`src/rtl/sat_ctr_update_ctrl_pkg.sv`:
```
// +----------------------------------------------------------------------+
// | scu_pkg: shared sizing, init value and FSM states for the counter    |
// | update controller.                          Revision: 1.0            |
// +----------------------------------------------------------------------+
`default_nettype none

package scu_pkg;

    localparam int IDX_W  = 8;
    localparam int LANES  = 8;
    localparam int CTR_W  = 2;
    localparam int LANE_W = $clog2(LANES);
    localparam int ROW_W  = LANES * CTR_W;

    localparam logic [CTR_W-1:0] INIT_CTR = 2'b01;
    localparam logic [CTR_W-1:0] CTR_MAX  = {CTR_W{1'b1}};

    typedef enum logic [0:0] {
        ST_INIT = 1'b0,
        ST_RUN  = 1'b1
    } scu_state_e;

endpackage

`default_nettype wire

```
`src/rtl/sat_ctr_update_ctrl_next.sv`:
```
// +----------------------------------------------------------------------+
// | sat_ctr_next: combinational saturating up/down step of one counter.  |
// |                                              Revision: 1.0           |
// +----------------------------------------------------------------------+
`default_nettype none

module sat_ctr_next
    import scu_pkg::*;
#(
    parameter int CTR_W_P = CTR_W
) (
    input  logic [CTR_W_P-1:0] i_old,
    input  logic               i_taken,
    output logic [CTR_W_P-1:0] o_new
);

    localparam logic [CTR_W_P-1:0] C_MAX = {CTR_W_P{1'b1}};
    localparam logic [CTR_W_P-1:0] C_MIN = {CTR_W_P{1'b0}};

    always_comb begin
        o_new = i_old;
        if (i_taken && (i_old != C_MAX)) begin
            o_new = i_old + 1'b1;
        end else if (!i_taken && (i_old != C_MIN)) begin
            o_new = i_old - 1'b1;
        end
    end

endmodule

`default_nettype wire

```
`src/rtl/sat_ctr_update_ctrl.sv`:
```
// +----------------------------------------------------------------------+
// | sat_ctr_update_ctrl: init sweep, lookups and RMW updates of a        |
// | masked-write 2-bit counter array. Option: SCU_SAT_WRITE_SKIP_EN.     |
// |                                              Revision: 1.0           |
// +----------------------------------------------------------------------+
`default_nettype none

module sat_ctr_update_ctrl
    import scu_pkg::*;
(
    input  logic             clock,
    input  logic             reset_n,
    output logic             init_done,
    input  logic             lk_valid,
    output logic             lk_ready,
    input  logic [IDX_W-1:0] lk_idx,
    output logic             lk_resp_valid,
    output logic [ROW_W-1:0] lk_rdata,
    input  logic             upd_valid,
    output logic             upd_ready,
    input  logic [IDX_W-1:0] upd_idx,
    input  logic [2:0]       upd_lane,
    input  logic             upd_taken,
    output logic [IDX_W-1:0] W0_addr,
    output logic             W0_en,
    output logic [ROW_W-1:0] W0_data,
    output logic [LANES-1:0] W0_mask,
    output logic [IDX_W-1:0] R0_addr,
    output logic             R0_en,
    input  logic [ROW_W-1:0] R0_data
`ifdef SCU_SAT_WRITE_SKIP_EN
    ,
    output logic [31:0]      sat_skip_cnt
`endif
);

    scu_state_e        r_state;
    scu_state_e        w_state_nxt;
    logic [IDX_W-1:0]  r_sweep_cnt;
    logic              r_s1_valid;
    logic [IDX_W-1:0]  r_s1_idx;
    logic [LANE_W-1:0] r_s1_lane;
    logic              r_s1_taken;
    logic              r_lk_resp_valid;

    logic              w_run;
    logic              w_upd_accept;
    logic              w_s1_wr_en;
    logic [CTR_W-1:0]  w_old;
    logic [CTR_W-1:0]  w_new;
    logic [LANES-1:0]  w_lane_mask;
    logic [ROW_W-1:0]  w_lane_data;

    assign w_run         = (r_state == ST_RUN);
    assign w_upd_accept  = w_run && !lk_valid && upd_valid;
    assign init_done     = w_run;
    assign lk_ready      = w_run;
    assign lk_resp_valid = r_lk_resp_valid;
    assign lk_rdata      = R0_data;

    always_comb begin
        w_state_nxt = r_state;
        if ((r_state == ST_INIT) && (r_sweep_cnt == {IDX_W{1'b1}})) begin
            w_state_nxt = ST_RUN;
        end
    end

    always_ff @(posedge clock or negedge reset_n) begin
        if (!reset_n) begin
            r_state     <= ST_INIT;
            r_sweep_cnt <= '0;
        end else begin
            r_state <= w_state_nxt;
            if (r_state == ST_INIT) begin
                r_sweep_cnt <= r_sweep_cnt + 1'b1;
            end
        end
    end

    // S1 holds the accepted update while its row is read back from the array.
    always_ff @(posedge clock or negedge reset_n) begin
        if (!reset_n) begin
            r_s1_valid      <= 1'b0;
            r_s1_idx        <= '0;
            r_s1_lane       <= '0;
            r_s1_taken      <= 1'b0;
            r_lk_resp_valid <= 1'b0;
        end else begin
            r_s1_valid      <= w_upd_accept;
            r_lk_resp_valid <= w_run && lk_valid;
            if (w_upd_accept) begin
                r_s1_idx   <= upd_idx;
                r_s1_lane  <= upd_lane[LANE_W-1:0];
                r_s1_taken <= upd_taken;
            end
        end
    end

    always_comb begin
        w_old = '0;
        for (int i = 0; i < LANES; i++) begin
            if (r_s1_lane == LANE_W'(i)) begin
                w_old = R0_data[i*CTR_W +: CTR_W];
            end
        end
    end

    sat_ctr_next #(
        .CTR_W_P (CTR_W)
    ) u_next (
        .i_old   (w_old),
        .i_taken (r_s1_taken),
        .o_new   (w_new)
    );

    always_comb begin
        w_lane_mask = '0;
        w_lane_data = '0;
        for (int i = 0; i < LANES; i++) begin
            if (r_s1_lane == LANE_W'(i)) begin
                w_lane_mask[i]                = 1'b1;
                w_lane_data[i*CTR_W +: CTR_W] = w_new;
            end
        end
    end

`ifdef SCU_SAT_WRITE_SKIP_EN
    logic        w_skip;
    logic [31:0] r_skip_cnt;

    assign w_skip       = r_s1_valid && (w_new == w_old);
    assign w_s1_wr_en   = r_s1_valid && !w_skip;
    assign sat_skip_cnt = r_skip_cnt;

    always_ff @(posedge clock or negedge reset_n) begin
        if (!reset_n) begin
            r_skip_cnt <= '0;
        end else if (w_skip) begin
            r_skip_cnt <= r_skip_cnt + 32'd1;
        end
    end
`else
    assign w_s1_wr_en = r_s1_valid;
`endif

    // The sweep write is held off while reset is asserted so the array stays quiet.
    always_comb begin
        W0_en     = 1'b0;
        W0_addr   = r_s1_idx;
        W0_mask   = w_lane_mask;
        W0_data   = w_lane_data;
        R0_en     = 1'b0;
        R0_addr   = lk_idx;
        upd_ready = 1'b0;
        if (!w_run) begin
            W0_en   = reset_n;
            W0_addr = r_sweep_cnt;
            W0_mask = {LANES{1'b1}};
            W0_data = {LANES{INIT_CTR}};
        end else begin
            W0_en = w_s1_wr_en;
            if (lk_valid) begin
                R0_en = 1'b1;
            end else begin
                upd_ready = 1'b1;
                if (upd_valid) begin
                    R0_en   = 1'b1;
                    R0_addr = upd_idx;
                end
            end
        end
    end

endmodule

`default_nettype wire

```
`config.mk`:
```
export PLATFORM = sky130hd
export DESIGN_NAME = sat_ctr_update_ctrl
export DESIGN_NICKNAME = d
export VERILOG_FILES = /design/src/rtl/sat_ctr_update_ctrl_pkg.sv /design/src/rtl/sat_ctr_update_ctrl_next.sv /design/src/rtl/sat_ctr_update_ctrl.sv
export SDC_FILE = /design/constraint.sdc
export NUM_CORES = 1
export LEC_CHECK = 0
export BUFFER_PORTS_ARGS = -buffer_cell sky130_fd_sc_hd__buf_4
export CORE_UTILIZATION = 44
export DETAILED_ROUTE_END_ITERATION = 16
export PLACE_DENSITY = 0.86
export SLEW_MARGIN = 30
export SYNTH_ARGS = -nofsm -noshare
export SYNTH_HDL_FRONTEND = slang
export SYNTH_SLANG_ARGS = --single-unit
```
`constraint.sdc`:
```
create_clock -name clock -period 3.71 [get_ports clock]
set_input_delay 0.742 -clock clock [delete_from_list [all_inputs] [get_ports clock]]
set_output_delay 0.742 -clock clock [all_outputs]
set_load 0.02 [all_outputs]
```
---- Yosys cells after proc, flatten, opt, wreduce, memory -nomap -nowiden ----
Index checks and enable logic that the tools add are counted.
word-level totals
  output and inout bits ................... 62
  register bits after elaboration ......... 23
operators by class
  bitwise logic cells ..................... 1
  reduce and logical (&&, ||, !) cells .... 10
  add/sub/neg operators ................... 3
  multiplexer cells ....................... 38
  equality and inequality tests ........... 9
operators by type and width
  kind                                                                   number
  8-bit 2-to-1 mux                                                       5
  2-bit 2-to-1 mux                                                       18
  16-bit 2-to-1 mux                                                      1
  1-bit 2-to-1 mux                                                       14
  3-bit equality test, second input constant                             4
  8-bit by 1-bit adder with 8-bit output, second input constant          1
  8-bit equality test, second input constant                             1
  3-bit by 2-bit equality test with 1-bit output, second input constant  2
  1-bit logical AND                                                      6
  3-bit by 1-bit equality test with 1-bit output, second input constant  1
  3-bit logical NOT                                                      1
  2-bit by 1-bit adder with 2-bit output, second input constant          1
  1-bit logical NOT                                                      2
  2-bit inequality test, second input constant                           1
  2-bit nonzero test                                                     1
  2-bit by 1-bit subtractor with 2-bit output, second input constant     1
  1-bit inverter                                                         1

---- Longest topological paths before layout ----
  word-level depth ........................ 15
  gate-level depth with buffers ........... 11

---- By module ----
A second synthesis with hierarchy kept.
unflattened totals
  cells, all modules ...................... 164
  area, all modules ....................... 1,712.9 um^2
by module, submodules not included
  module               area an instance (um^2)  times used  seq. area each (um^2)  cells an instance
  sat_ctr_update_ctrl  1,652.8                  1           575.6                  157
  sat_ctr_next         60.1                     1           0.0                    7

---- Worst setup path before layout ----
No wires, ideal clock.
  path kind ............................... input-to-output
  start point ............................. input R0_data[3]
  end point ............................... output W0_data[12]
  data required time ...................... 2.968 ns
  data arrival time ....................... 2.680 ns
  buffers on the path ..................... 1
  cell stages on the path ................. 7
  setup slack ............................. 0.288 ns
  cells stage by stage .................... mux4_1 > mux2_4 > ha_1 > mux2i_1 > clkbuf_1 > nand3_1 > o211ai_1
on the way
  word-level cells in the longest chain between the ends .. 13
RTL lines
  element                            RTL line                        text
  start, declared                    sat_ctr_update_ctrl.sv:30       input logic [ROW_W-1:0] R0_data
  2-bit 2-to-1 mux (*) (7 in a row)  sat_ctr_update_ctrl.sv:102      if (r_s1_lane == LANE_W'(i)) begin
  2-bit nonzero test                 sat_ctr_update_ctrl_next.sv:24  end else if (!i_taken && (i_old != C_MIN)) begin
  1-bit logical AND                  sat_ctr_update_ctrl_next.sv:24
  2-bit 2-to-1 mux                   sat_ctr_update_ctrl_next.sv:24
  2-bit 2-to-1 mux (*)               sat_ctr_update_ctrl_next.sv:22  if (i_taken && (i_old != C_MAX)) begin
  2-bit 2-to-1 mux (*)               sat_ctr_update_ctrl.sv:120      if (r_s1_lane == LANE_W'(i)) begin
  16-bit 2-to-1 mux (*)              sat_ctr_update_ctrl.sv:155      if (!w_run) begin
  end, declared                      sat_ctr_update_ctrl.sv:26       output logic [ROW_W-1:0] W0_data,
Every way passes the cells marked *; elsewhere a longest branch is shown, timed or not.

---- Final worst setup path ----
  start point ............................. input R0_data[11]
  end point ............................... output W0_data[7]
on the way
  word-level cells in the longest chain between the ends .. 9
RTL lines
  element                                                                              RTL line
  2-bit 2-to-1 mux (*) (3 in a row)                                                    sat_ctr_update_ctrl.sv:102
  branches (longest 3 deep; another with 2-bit by 1-bit subtractor with 2-bit output)  -
  2-bit 2-to-1 mux (*)                                                                 sat_ctr_update_ctrl_next.sv:22
  2-bit 2-to-1 mux (*)                                                                 sat_ctr_update_ctrl.sv:120
  16-bit 2-to-1 mux (*)                                                                sat_ctr_update_ctrl.sv:155
Every way passes the cells marked *.

==> results.txt <==
- The flow ran to the end, and the final reports show no timing, DRC or antenna violations.
- Ranked by total cell area, the synthesized netlist is headed by sky130_fd_sc_hd__dfrtp_1 32%, sky130_fd_sc_hd__nand2_1 14%, sky130_fd_sc_hd__buf_4 7.1%, sky130_fd_sc_hd__mux2_2 6.3%, sky130_fd_sc_hd__nand3_1 5.0%.
- Post-placement cell area: 2470 sq um
* Remaining global-route overflow: 0
- In the global route stage, overall resource usage came out at 0.210.
- The floorplan step defined a core boundary enclosing 3770 sq um.
* Ports placed on the boundary: 102
- Largest net degree at the start of global routing: 37
- Setup repair after global routing missed its margin: no
* Synthesized area per cell: 7.99 sq um
- CTS built an H-tree with a depth of 1.
- Routability-driven placement finished with a final weighted congestion of 0.806.
* Hold Path Class: input port to async pin
- The worst setup path is launched from an input port.
- The first global-routing pass estimated 7.18 mm of wire.
- Final-stage net count: 348
* Data arrival time of the critical path: 2.79 ns
- Area share of the leading cell type in the synthesized netlist: 0.321
* Number of pins exceeding their max-slew limit in the final report: 0
- Derived from the worst setup path, the maximum achievable clock frequency is 283 MHz.
- Master cell of the clock root buffer: sky130_fd_sc_hd__clkbuf_8
* Post-CTS Setup Bufs: 0
- From bottom edge to top edge, the die measures around 66 microns.
- From left edge to right edge, the die measures 65.8 microns.
* Cell type contributing the most total cell area after synthesis: sky130_fd_sc_hd__dfrtp_1
- P_leak: 0.00128 uW
* Clock Path Buffers: 2
* XOR/XNOR share of the synthesized area: 0.0342
- Cell row count: 22
- After clock tree synthesis, the clock-pin slew on the worst setup and hold paths is 0.08 ns.
- Part of the power in the clock network: 0.299
* Synthesized netlist cell count: 224
- In this run, synthesis inferred 0 flip-flops with an integrated enable.
* Portion of netlist area occupied by mux cells: 0.123
- The analysis attributes to net switching a power of 126 uW.
- Synth async-reset ratio: 1.00
- Worst setup path class: input port to output port
- Of the available clock period, the critical path in the final layout requires 0.952.
* Vias in the first global route: approximately 1600
- Clock Skews: approximately 0.0018 ns
- Layout overhead on the synthesized area: 40.5%
- Setup WS pre-CTS: around 0.21 ns
- Total via count in the routed design: 1798
- The HPWL after detailed placement is 3.53 mm.
* Data required time of the critical path: 2.97 ns
- Commonest register cell after synthesis: sky130_fd_sc_hd__dfrtp_1
- Of the total power, registers draw 0.493.
- Flops & latches, synth: 23
- The complex-gate fraction of the synthesized area came to 0.0853.
- Adder-Cell Fraction of Synth Area: 0.0210
- Number of max-cap violations: 0
* Layout fillers: between 300 and 400
- For this design, the sink count on the clock tree is 23.
- By area, the combinational part of the netlist is dominated by simple AND/OR/NAND/NOR gates.
- Antenna viol nets, final: 0
* Most frequently used cell type in the post-synthesis netlist: sky130_fd_sc_hd__nand2_1
- Power share of the combinational group: 0.208
- TritonCTS built the clock tree.
- Yosys printed 0 warnings.
- Worst setup margin: 0.177 ns
- Critical Path Sink Type: output port
- Cells traversed along the worst timing path: buf_4 > mux4_1 > mux2_4 > inv_1 > ha_1 > nor2_1 > a22oi_1 > o211ai_4 > nor2_1 > buf_4
- Routed wire per std cell: 12.9 microns
- Area taken by multi-input logic gates: 1010 sq um
* Final design area excluding fillers: 2510 sq um
- For this run, the detailed router's first-pass iteration total came to 4.
* TritonCTS buffer count: 3
- The number of gates resized after CTS was 0.
* Clock period minus final worst setup slack: around 3.5 ns
- Top cells by instance count after synthesis: 65 x sky130_fd_sc_hd__nand2_1, 23 x sky130_fd_sc_hd__dfrtp_1, 19 x sky130_fd_sc_hd__nor2_1
- 0 antenna diodes ended up in the layout.
- Count of unresolved DRC violations after routing: 0
- Share of the yosys chip area belonging to registers: 0.321
- Area of the mapped netlist: 1790 sq um
- Wire length after detailed routing: roughly 4.5 mm
- The largest individual stage delay along the critical path comes from the cell sky130_fd_sc_hd__mux4_1.
- Number of antenna violations at the first check in global routing: 0
- PortBufs: 101
- For this configuration, the core starts out at a cell density of 0.475.
* Power per cell area: 202 nW/um^2
- After routing, the total negative slack on setup checks comes to 0 ns.
- The number of cells on the worst reg-to-reg path is 5.
- On the worst path, the slowest cell contributes a delay of ~0.5 ns.
* Worst ir drop on vdd: 0.245 mV
- The die covers between 4000 and 5000 sq um.
- Of the total power, the share spent switching nets is 0.248.
- Setup violations remaining at the end of the flow were counted as 0.
- Of the total synthesized cell area, the portion taken by AND, OR, NAND and NOR gates is 0.300.
- In the final layout, the share of cells above drive strength 1 is 0.414.
* Cell-internal power: 382 uW
- Via density per instance: 5.11
- The number of nets handed over by synthesis was roughly 270.
- Actual slew at the worst max-slew pin: 0.391 ns
- Number of different library cells in the post-synthesis netlist: 35
* Source-to-sink clock delay at the later pin of the worst-skew pair: 0.26 ns
- Final hold violation count: 0
* Violation count after the first detailed-routing iteration: just under 90
* Sequential cell area: about 580 sq um
* Maximum net fanout on the critical path: 8
* CTS hold repair buffers: 0
* Max-Slew Margin vs Limit: 0.739
-- flip-flops by register name, summed over array words and instances, names as in the netlist --
| signal | cells |
|---|---|
| r_s1_valid | 1 |
| r_sweep_cnt | 8 |
| r_s1_taken | 1 |
| lk_resp_valid | 1 |
| init_done | 1 |
| r_s1_idx | 8 |
| r_s1_lane | 3 |
-- through the flow --
step | total power [uW] | cells | hold WS [ns] | utilization
2_1_floorplan | 309 | 224 | 0.438 | -
3_3_place_gp | 359 | 348 | 0.452 | 0.655
5_1_grt | 532 | 352 | 0.373 | 0.667
4_1_cts | 512 | 352 | 0.369 | 0.667
3_5_place_dp | 361 | 348 | 0.467 | 0.655
6_report | 508 | 352 | 0.359 | 0.667
-- worst max-delay path, delay by kind of cell --
family,cells,cell delay [ns]
simple gates,2,0.23
fa+ha+maj,1,0.22
mux,2,0.81
buf+inv,3,0.33
compound gates,2,0.46
-- worst paths after layout --
| path | startpoint | slack (ns) | end |
|---|---|---|---|
| setup / recovery | R0_data[11] | 0.18 | W0_data[7] |
| hold / removal | reset_n | 0.36 | r_s1_idx[7]$_DFFE_PN0P_ |
| setup reg to reg | init_done$_DFFE_PN0P_ | 2.26 | r_sweep_cnt[7]$_DFFE_PN0N_ |
| hold reg to reg | r_s1_idx[1]$_DFFE_PN0P_ | 0.48 | r_s1_idx[1]$_DFFE_PN0P_ |
| max in group asynchronous | reset_n | 3.12 | r_sweep_cnt[1]$_DFFE_PN0N_ |
| min in group clock | r_s1_idx[1]$_DFFE_PN0P_ | 0.48 | r_s1_idx[1]$_DFFE_PN0P_ |
-- power groups by stage --
stage	logic (uW)	clock network, uW	registers [uW]
3_5_place_dp	106	0	255
4_1_cts	106	156	250
5_1_grt	113	169	250
6_report	106	152	250
3_3_place_gp	103	0	255
2_1_floorplan	53.6	0	256
-- final cells by class --
class                           instances  share of cell area
Timing Repair Buffer                  109               0.325
Sequential cell                        23               0.229
Tap cell                               48              0.0239
Inverter                                2             0.00299
Clock buffer                            4              0.0179
Multi-Input combinational cell        166               0.401
-- cell usage in the layout, fill, tap and decap left out, types with 5 or more instances in the layout --
cell | netlist | routed
sky130_fd_sc_hd__buf_4 | 17 | 109
sky130_fd_sc_hd__nand2_1 | 65 | 65
sky130_fd_sc_hd__dfrtp_1 | 23 | 23
sky130_fd_sc_hd__nor2_1 | 19 | 19
sky130_fd_sc_hd__nand3_1 | 18 | 18
sky130_fd_sc_hd__mux2_2 | 10 | 10
sky130_fd_sc_hd__xnor2_1 | 5 | 5
-- cell families after synthesis --
| logic type | Yosys count |
|---|---|
| buffers and inverters | 35 |
| adder cells (fa/ha/maj) | 3 |
| flip-flops | 23 |
| XOR/XNOR | 7 |
| AND/OR/NAND/NOR | 121 |
| multiplexers | 17 |
| AO/OA/AOI/OAI | 18 |
-- metal layers --
metal | track usage | part of all wire | vias to the layer above
li1 | - | - | 887
met1 | 0.267 | 0.42 | 837
met2 | 0.366 | 0.51 | 67
met3 | 0.0362 | 0.061 | 7
met4 | 0.0489 | 0.012 | 0
met5 | 0 | 0 | -
Power figures use the tool's default switching activity.
